$ cat config.mk
export PLATFORM = sky130hd
export DESIGN_NAME = piso_serializer
export DESIGN_NICKNAME = d
export VERILOG_FILES = /design/src/rtl/piso_pkg.sv /design/src/rtl/piso_fifo.sv /design/src/rtl/piso_serializer.sv
export SDC_FILE = /design/constraint.sdc
export NUM_CORES = 1
export LEC_CHECK = 0
export BUFFER_PORTS_ARGS = -buffer_cell sky130_fd_sc_hd__buf_2
export CORE_MARGIN = 1
export CORE_UTILIZATION = 45
export DETAILED_ROUTE_END_ITERATION = 8
export PLACE_DENSITY = 0.75
export SLEW_MARGIN = 5
export SYNTH_ARGS = -nofsm -noshare
export SYNTH_HDL_FRONTEND = slang
export SYNTH_HIERARCHICAL = 1
export SYNTH_SLANG_ARGS = --single-unit
$ cat constraint.sdc
create_clock -name clk_i -period 2.9 [get_ports clk_i]
set_input_delay 0.29 -clock clk_i [delete_from_list [all_inputs] [get_ports clk_i]]
set_output_delay 0.29 -clock clk_i [all_outputs]
set_load 0.005 [all_outputs]
$ cat src/rtl/piso_pkg.sv
// Shared definitions for the parallel-in / serial-out transmit stage.
// Holds the FSM state encoding, the default word width and the frame length.
// Optional feature macro: PISO_PARITY_EN (appends an even-parity bit to every frame).
package piso_pkg;

  localparam int DATA_W_DEF = 8;

`ifdef PISO_PARITY_EN
  localparam int PARITY_BITS = 1;

  typedef enum logic [2:0] {
    S_IDLE   = 3'b001,
    S_SHIFT  = 3'b010,
    S_PARITY = 3'b100
  } state_t;
`else
  localparam int PARITY_BITS = 0;

  typedef enum logic [1:0] {
    S_IDLE  = 2'b01,
    S_SHIFT = 2'b10
  } state_t;
`endif

  // Number of serial beats in one frame for a given parallel width.
  function automatic int frame_len(input int data_w);
    return data_w + PARITY_BITS;
  endfunction

endpackage

$ cat src/rtl/piso_fifo.sv
// Synchronous show-ahead FIFO buffering parallel words ahead of the serializer.
// Ports: clk/rst_n (async active-low), push/wdata, pop/rdata, full/empty,
//        full_next (full flag as it will be after the current edge).
module piso_fifo
  import piso_pkg::*;
#(
  parameter int DATA_W     = DATA_W_DEF,
  parameter int FIFO_DEPTH = 4
) (
  input  logic              clk,
  input  logic              rst_n,
  input  logic              push,
  input  logic [DATA_W-1:0] wdata,
  input  logic              pop,
  output logic [DATA_W-1:0] rdata,
  output logic              full,
  output logic              empty,
  output logic              full_next
);

  localparam int AW = $clog2(FIFO_DEPTH);

  logic [DATA_W-1:0] mem [FIFO_DEPTH];
  logic [AW:0]       wr_ptr;
  logic [AW:0]       rd_ptr;
  logic [AW:0]       wr_ptr_nxt;
  logic [AW:0]       rd_ptr_nxt;
  logic              do_push;
  logic              do_pop;

  // Extra pointer MSB distinguishes full from empty when the index bits match.
  assign full  = (wr_ptr[AW] != rd_ptr[AW]) && (wr_ptr[AW-1:0] == rd_ptr[AW-1:0]);
  assign empty = (wr_ptr == rd_ptr);

  assign do_push = push && !full;
  assign do_pop  = pop && !empty;

  assign wr_ptr_nxt = wr_ptr + {{AW{1'b0}}, do_push};
  assign rd_ptr_nxt = rd_ptr + {{AW{1'b0}}, do_pop};

  assign full_next = (wr_ptr_nxt[AW] != rd_ptr_nxt[AW]) &&
                     (wr_ptr_nxt[AW-1:0] == rd_ptr_nxt[AW-1:0]);

  assign rdata = mem[rd_ptr[AW-1:0]];

  always_ff @(posedge clk or negedge rst_n) begin
    if (!rst_n) begin
      wr_ptr <= '0;
      rd_ptr <= '0;
    end else begin
      wr_ptr <= wr_ptr_nxt;
      rd_ptr <= rd_ptr_nxt;
    end
  end

  // Storage needs no reset: an entry is only read after it has been written.
  always_ff @(posedge clk) begin
    if (do_push) begin
      mem[wr_ptr[AW-1:0]] <= wdata;
    end
  end

endmodule

$ cat src/rtl/piso_serializer.sv
// Parallel-in / serial-out transmitter: buffers bytes, shifts each out LSB-first.
// Ports: clk_i, rst_n_i (async active-low); data_i/valid_i/ready_o parallel side;
//        ser_data_o/ser_valid_o/ser_ready_i serial side; busy_o activity flag.
// Optional feature macro: PISO_PARITY_EN adds one even-parity beat after the data bits.
module piso_serializer
  import piso_pkg::*;
#(
  parameter int DATA_W     = DATA_W_DEF,
  parameter int FIFO_DEPTH = 4
) (
  input  logic              clk_i,
  input  logic              rst_n_i,
  input  logic [DATA_W-1:0] data_i,
  input  logic              valid_i,
  output logic              ready_o,
  output logic              ser_data_o,
  output logic              ser_valid_o,
  input  logic              ser_ready_i,
  output logic              busy_o
);

  localparam int CNT_W     = $clog2(DATA_W + 1);
  localparam int FRAME_LEN = frame_len(DATA_W);
  // Counter value on the final data beat; with parity one more beat follows.
  localparam logic [CNT_W-1:0] LAST_DATA_BIT = CNT_W'(FRAME_LEN - PARITY_BITS - 1);

  state_t            state_q, state_d;
  logic [DATA_W-1:0] shreg_q, shreg_d;
  logic [CNT_W-1:0]  cnt_q, cnt_d;
  logic              ready_q;

  logic              fifo_push;
  logic              fifo_pop;
  logic [DATA_W-1:0] fifo_rdata;
  logic              fifo_full;
  logic              fifo_empty;
  logic              fifo_full_next;

  logic              beat;
  logic              frame_done;
  logic              load;

`ifdef PISO_PARITY_EN
  logic              parity_q, parity_d;
`endif

  assign fifo_push = valid_i && ready_q && !fifo_full;

  piso_fifo #(
    .DATA_W     (DATA_W),
    .FIFO_DEPTH (FIFO_DEPTH)
  ) u_fifo (
    .clk       (clk_i),
    .rst_n     (rst_n_i),
    .push      (fifo_push),
    .wdata     (data_i),
    .pop       (fifo_pop),
    .rdata     (fifo_rdata),
    .full      (fifo_full),
    .empty     (fifo_empty),
    .full_next (fifo_full_next)
  );

  // ready_o is registered from the post-edge full flag so that a pop in the
  // same cycle as the last free slot being taken reopens it one cycle later.
  assign ready_o = ready_q;
  assign busy_o  = (state_q != S_IDLE) || !fifo_empty;
  assign beat    = ser_valid_o && ser_ready_i;

  always_comb begin
    state_d     = state_q;
    shreg_d     = shreg_q;
    cnt_d       = cnt_q;
    ser_valid_o = 1'b0;
    ser_data_o  = 1'b0;
    frame_done  = 1'b0;
`ifdef PISO_PARITY_EN
    parity_d    = parity_q;
`endif

    case (state_q)
      S_IDLE: begin
        // Loading from IDLE is handled by the common reload path below.
      end

      S_SHIFT: begin
        ser_valid_o = 1'b1;
        ser_data_o  = shreg_q[0];
        if (beat) begin
          shreg_d = shreg_q >> 1;
          cnt_d   = cnt_q + 1'b1;
          if (cnt_q == LAST_DATA_BIT) begin
`ifdef PISO_PARITY_EN
            state_d = S_PARITY;
`else
            frame_done = 1'b1;
`endif
          end
        end
      end

`ifdef PISO_PARITY_EN
      S_PARITY: begin
        ser_valid_o = 1'b1;
        ser_data_o  = parity_q;
        if (beat) begin
          frame_done = 1'b1;
        end
      end
`endif

      default: begin
        state_d = S_IDLE;
      end
    endcase

    // A new frame starts from IDLE or directly after the last beat of the
    // previous one, which keeps back-to-back frames free of idle cycles.
    load     = ((state_q == S_IDLE) || frame_done) && !fifo_empty;
    fifo_pop = load;

    if (load) begin
      shreg_d = fifo_rdata;
      cnt_d   = '0;
      state_d = S_SHIFT;
`ifdef PISO_PARITY_EN
      parity_d = ^fifo_rdata;
`endif
    end else if (frame_done) begin
      state_d = S_IDLE;
    end
  end

  always_ff @(posedge clk_i or negedge rst_n_i) begin
    if (!rst_n_i) begin
      state_q  <= S_IDLE;
      shreg_q  <= '0;
      cnt_q    <= '0;
      ready_q  <= 1'b0;
`ifdef PISO_PARITY_EN
      parity_q <= 1'b0;
`endif
    end else begin
      state_q  <= state_d;
      shreg_q  <= shreg_d;
      cnt_q    <= cnt_d;
      ready_q  <= !fifo_full_next;
`ifdef PISO_PARITY_EN
      parity_q <= parity_d;
`endif
    end
  end

endmodule

==> impl_metrics.tcl <==
set metrics [dict create \
    seqPwrFrac_pct 42.4 \
    synth_most_common_cell "edfxtp_1" \
    required_ns 3.10 \
    synth_cells 138 \
    clock_latency_ns 0.30 \
    yosys-top-cells-count "edfxtp_1 (32), dfrtp_1 (20), mux2_2 (8), nand2_1 (8)" \
    final_nets 181 \
    peakVddDrop_uv 468 \
    antenna_found_initial 0 \
    powerDensity_nw_per_um2 1080 \
    ant_nets 0 \
    area_growth_pct 11.6 \
    cts_max_path_buffers 2 \
    viasPerCell 4.93 \
    maxCapViolCount 0 \
    yosysTopAreaCell "edfxtp_1" \
    die_w_um 74.1 \
    gp_congestion 0.777 \
    fin_tns_setup_ns 0 \
    slew_viol_final 0 \
    max_freq_mhz 373 \
    clkSinkCount 53 \
    r2r_cells 12 \
    syn-cell-area_um2 2340 \
    arrival_ns 2.88 \
    p_comb_share_pct 43.2 \
    row_count 25 \
    cts_root_buf "clkbuf_8" \
    whs_path_depth 1 \
    post-route-util_pct 53.8 \
    power.total_w 0.00282 \
    p_leak_nw 1.02 \
    dieArea_um2 5490 \
    start_util_pct 48.2 \
    startpoint_type "register" \
    setup-violations-final 0 \
    drive_gt1_share_pct 34.4 \
    boundaryPins 16 \
    dpl.cell_count 221 \
    grt-ovfl-total 0 \
    io_buffers 15 \
    pre_cts_ws_ns 0.0485 \
    fin_skew_ns 0.00750 \
    synth_edf_count 32 \
    switching_share_pct 33.3 \
    crit_fanout 4 \
    firstDrtPassIters 4 \
    min_period_over_period_pct 92.5 \
    diodes 0 \
    fin_crit_ns 2.68 \
    hold_viol 0 \
    cts_setup_buffers 0 \
    ys_ff_latch 53 \
    grt_max_degree 22 \
    clock_power_share_pct 14.4 \
    wl_per_cell_um 14.7 \
    synth_async_sr_flop_share_pct 39.6 \
    min_path_type "in -> reg" \
    cts_tree "built" \
    yosys_warnings 6 \
    drt_iter0_markers 51 \
    numCtsBuffers 5 \
    final.setup.worst_slack_ns 0.217 \
    synthTopCellsByArea "edfxtp_1 (41%), dfrtp_1 (21%), mux4_2 (4.8%)" \
    slew_headroom_pct 47.9 \
    end_kind "register" \
    grt_pass1_wl_um 5700 \
    path_clk_slew_ns 0.10 \
    die_height_um 74.1 \
    switching_power_w 0.000938 \
    h-tree-depth 2 \
    wirelength_um 3380 \
    status "complete, no violations" \
    synth-seq-area-share_pct 63.6 \
    ys.flop_type "edfxtp_1" \
    coreArea_um2 4850 \
    drc 0 \
    synth.distinct_cells 32 \
    syn-num-nets 157 \
    vias 1134 \
    grtUsageTotal_pct 14.8 \
    final_cells 230 \
    crit_type "reg -> reg" \
    dp_hpwl_um 2390 \
    internal_power_w 0.00188 \
    synth_top_area_share_pct 41.1 \
    worst_slew_pin_slew_ns 0.778 \
    grt_pass1_vias 1234 \
    avgSynthCellArea_um2 16.9 \
]
==> through the flow <==
| stage | instance area (um^2) | hold WS, ns |
|---|---|---|
| after global placement | 2500 | 0.264 |
| after CTS | 2600 | 0.187 |
| after global routing | 2610 | 0.180 |
| after floorplan | 2340 | -0.00559 |
| after detailed placement | 2500 | 0.278 |
| final | 2610 | 0.195 |
==> placed cells by master (no fill, tap or decap), types with 5 or more instances in the layout <==
| master | netlist | final |
|---|---|---|
| edfxtp_1 | 32 | 32 |
| mux4_2 | 5 | 5 |
| buf_2 | 0 | 15 |
| ha_1 | 7 | 7 |
| clkbuf_8 | 0 | 5 |
| mux2_4 | 6 | 6 |
| inv_1 | 7 | 7 |
| mux2_2 | 8 | 8 |
| buf_4 | 0 | 5 |
| nand2_1 | 8 | 8 |
| dfrtp_1 | 20 | 20 |
==> power groups by stage <==
stage          Sequential [W]  Clock (W)  Combinational (W)
2_1_floorplan         0.00117          0           0.000999
3_3_place_gp          0.00120          0            0.00117
3_5_place_dp          0.00121          0            0.00120
4_1_cts               0.00120   0.000417            0.00120
5_1_grt               0.00122   0.000447            0.00136
6_report              0.00119   0.000406            0.00122
==> worst max-delay path: stages (launching register included) <==
cell      delay (ns)
dfrtp_1         0.43
xnor2_2         0.26
nor3b_4         0.31
nand2b_1        0.20
o41a_1          0.19
inv_1           0.08
nor2b_1         0.14
ha_1            0.19
ha_1            0.31
xnor2_1         0.16
nand2_1         0.07
nor3b_1         0.19
inv_1           0.05
==> path summary, 6_finish.rpt <==
check | start | end | slack (ns)
max | u_fifo/wr_ptr[2] | ready_o | 0.22
min | data_i[5] | u_fifo/mem[2][5] | 0.19
max reg2reg | u_fifo/wr_ptr[2] | ready_o | 0.22
min reg2reg | shreg_q[7] | shreg_q[7] | 0.53
max in group asynchronous | rst_n_i | state_q[0] | 2.09
min in group asynchronous | rst_n_i | ready_o | 0.47
==> kinds of logic after synthesis <==
logic type,after synthesis,share of synthesized area (%)
flip-flops,53,63.6
multiplexers,22,15.9
adder cells (fa/ha/maj),7,3.75
buffers and inverters,11,2.73
AND/OR/NAND/NOR,28,6.74
XOR/XNOR,9,4.33
AO/OA/AOI/OAI,8,2.94
==> final cells by class <==
| cell class | count | area (um^2) |
|---|---|---|
| fillers | 396 | 2240 |
| flip-flops and latches | 53 | 1490 |
| multi-input cells | 74 | 798 |
| repair buffers | 21 | 123 |
| well taps | 67 | 83.8 |
| clock buffers | 5 | 68.8 |
| inverters | 7 | 26.3 |
| clock inverters | 3 | 21.3 |
==> sequential cells by signal, indices dropped and copies added (netlist names) <==
name and count:
ready_o 1, u_fifo/rd_ptr 3, shreg_q 8, u_fifo/mem 32
state_q 2, u_fifo/wr_ptr 3, cnt_q 4
==> what timing repair did <==
action                     4_1_cts  5_1_grt
hold endpoints to repair        20        0
hold buffers                     1        0
setup endpoints to repair        0        1
resized for setup                0        2
==> routing by layer <==
layer	share of wire, %	global-route usage [%]
met1	47	17.9
met5	0	0
met2	50	24.8
met3	3.0	4.88
met4	0.41	5.13
(Power assumes the default switching activity.)
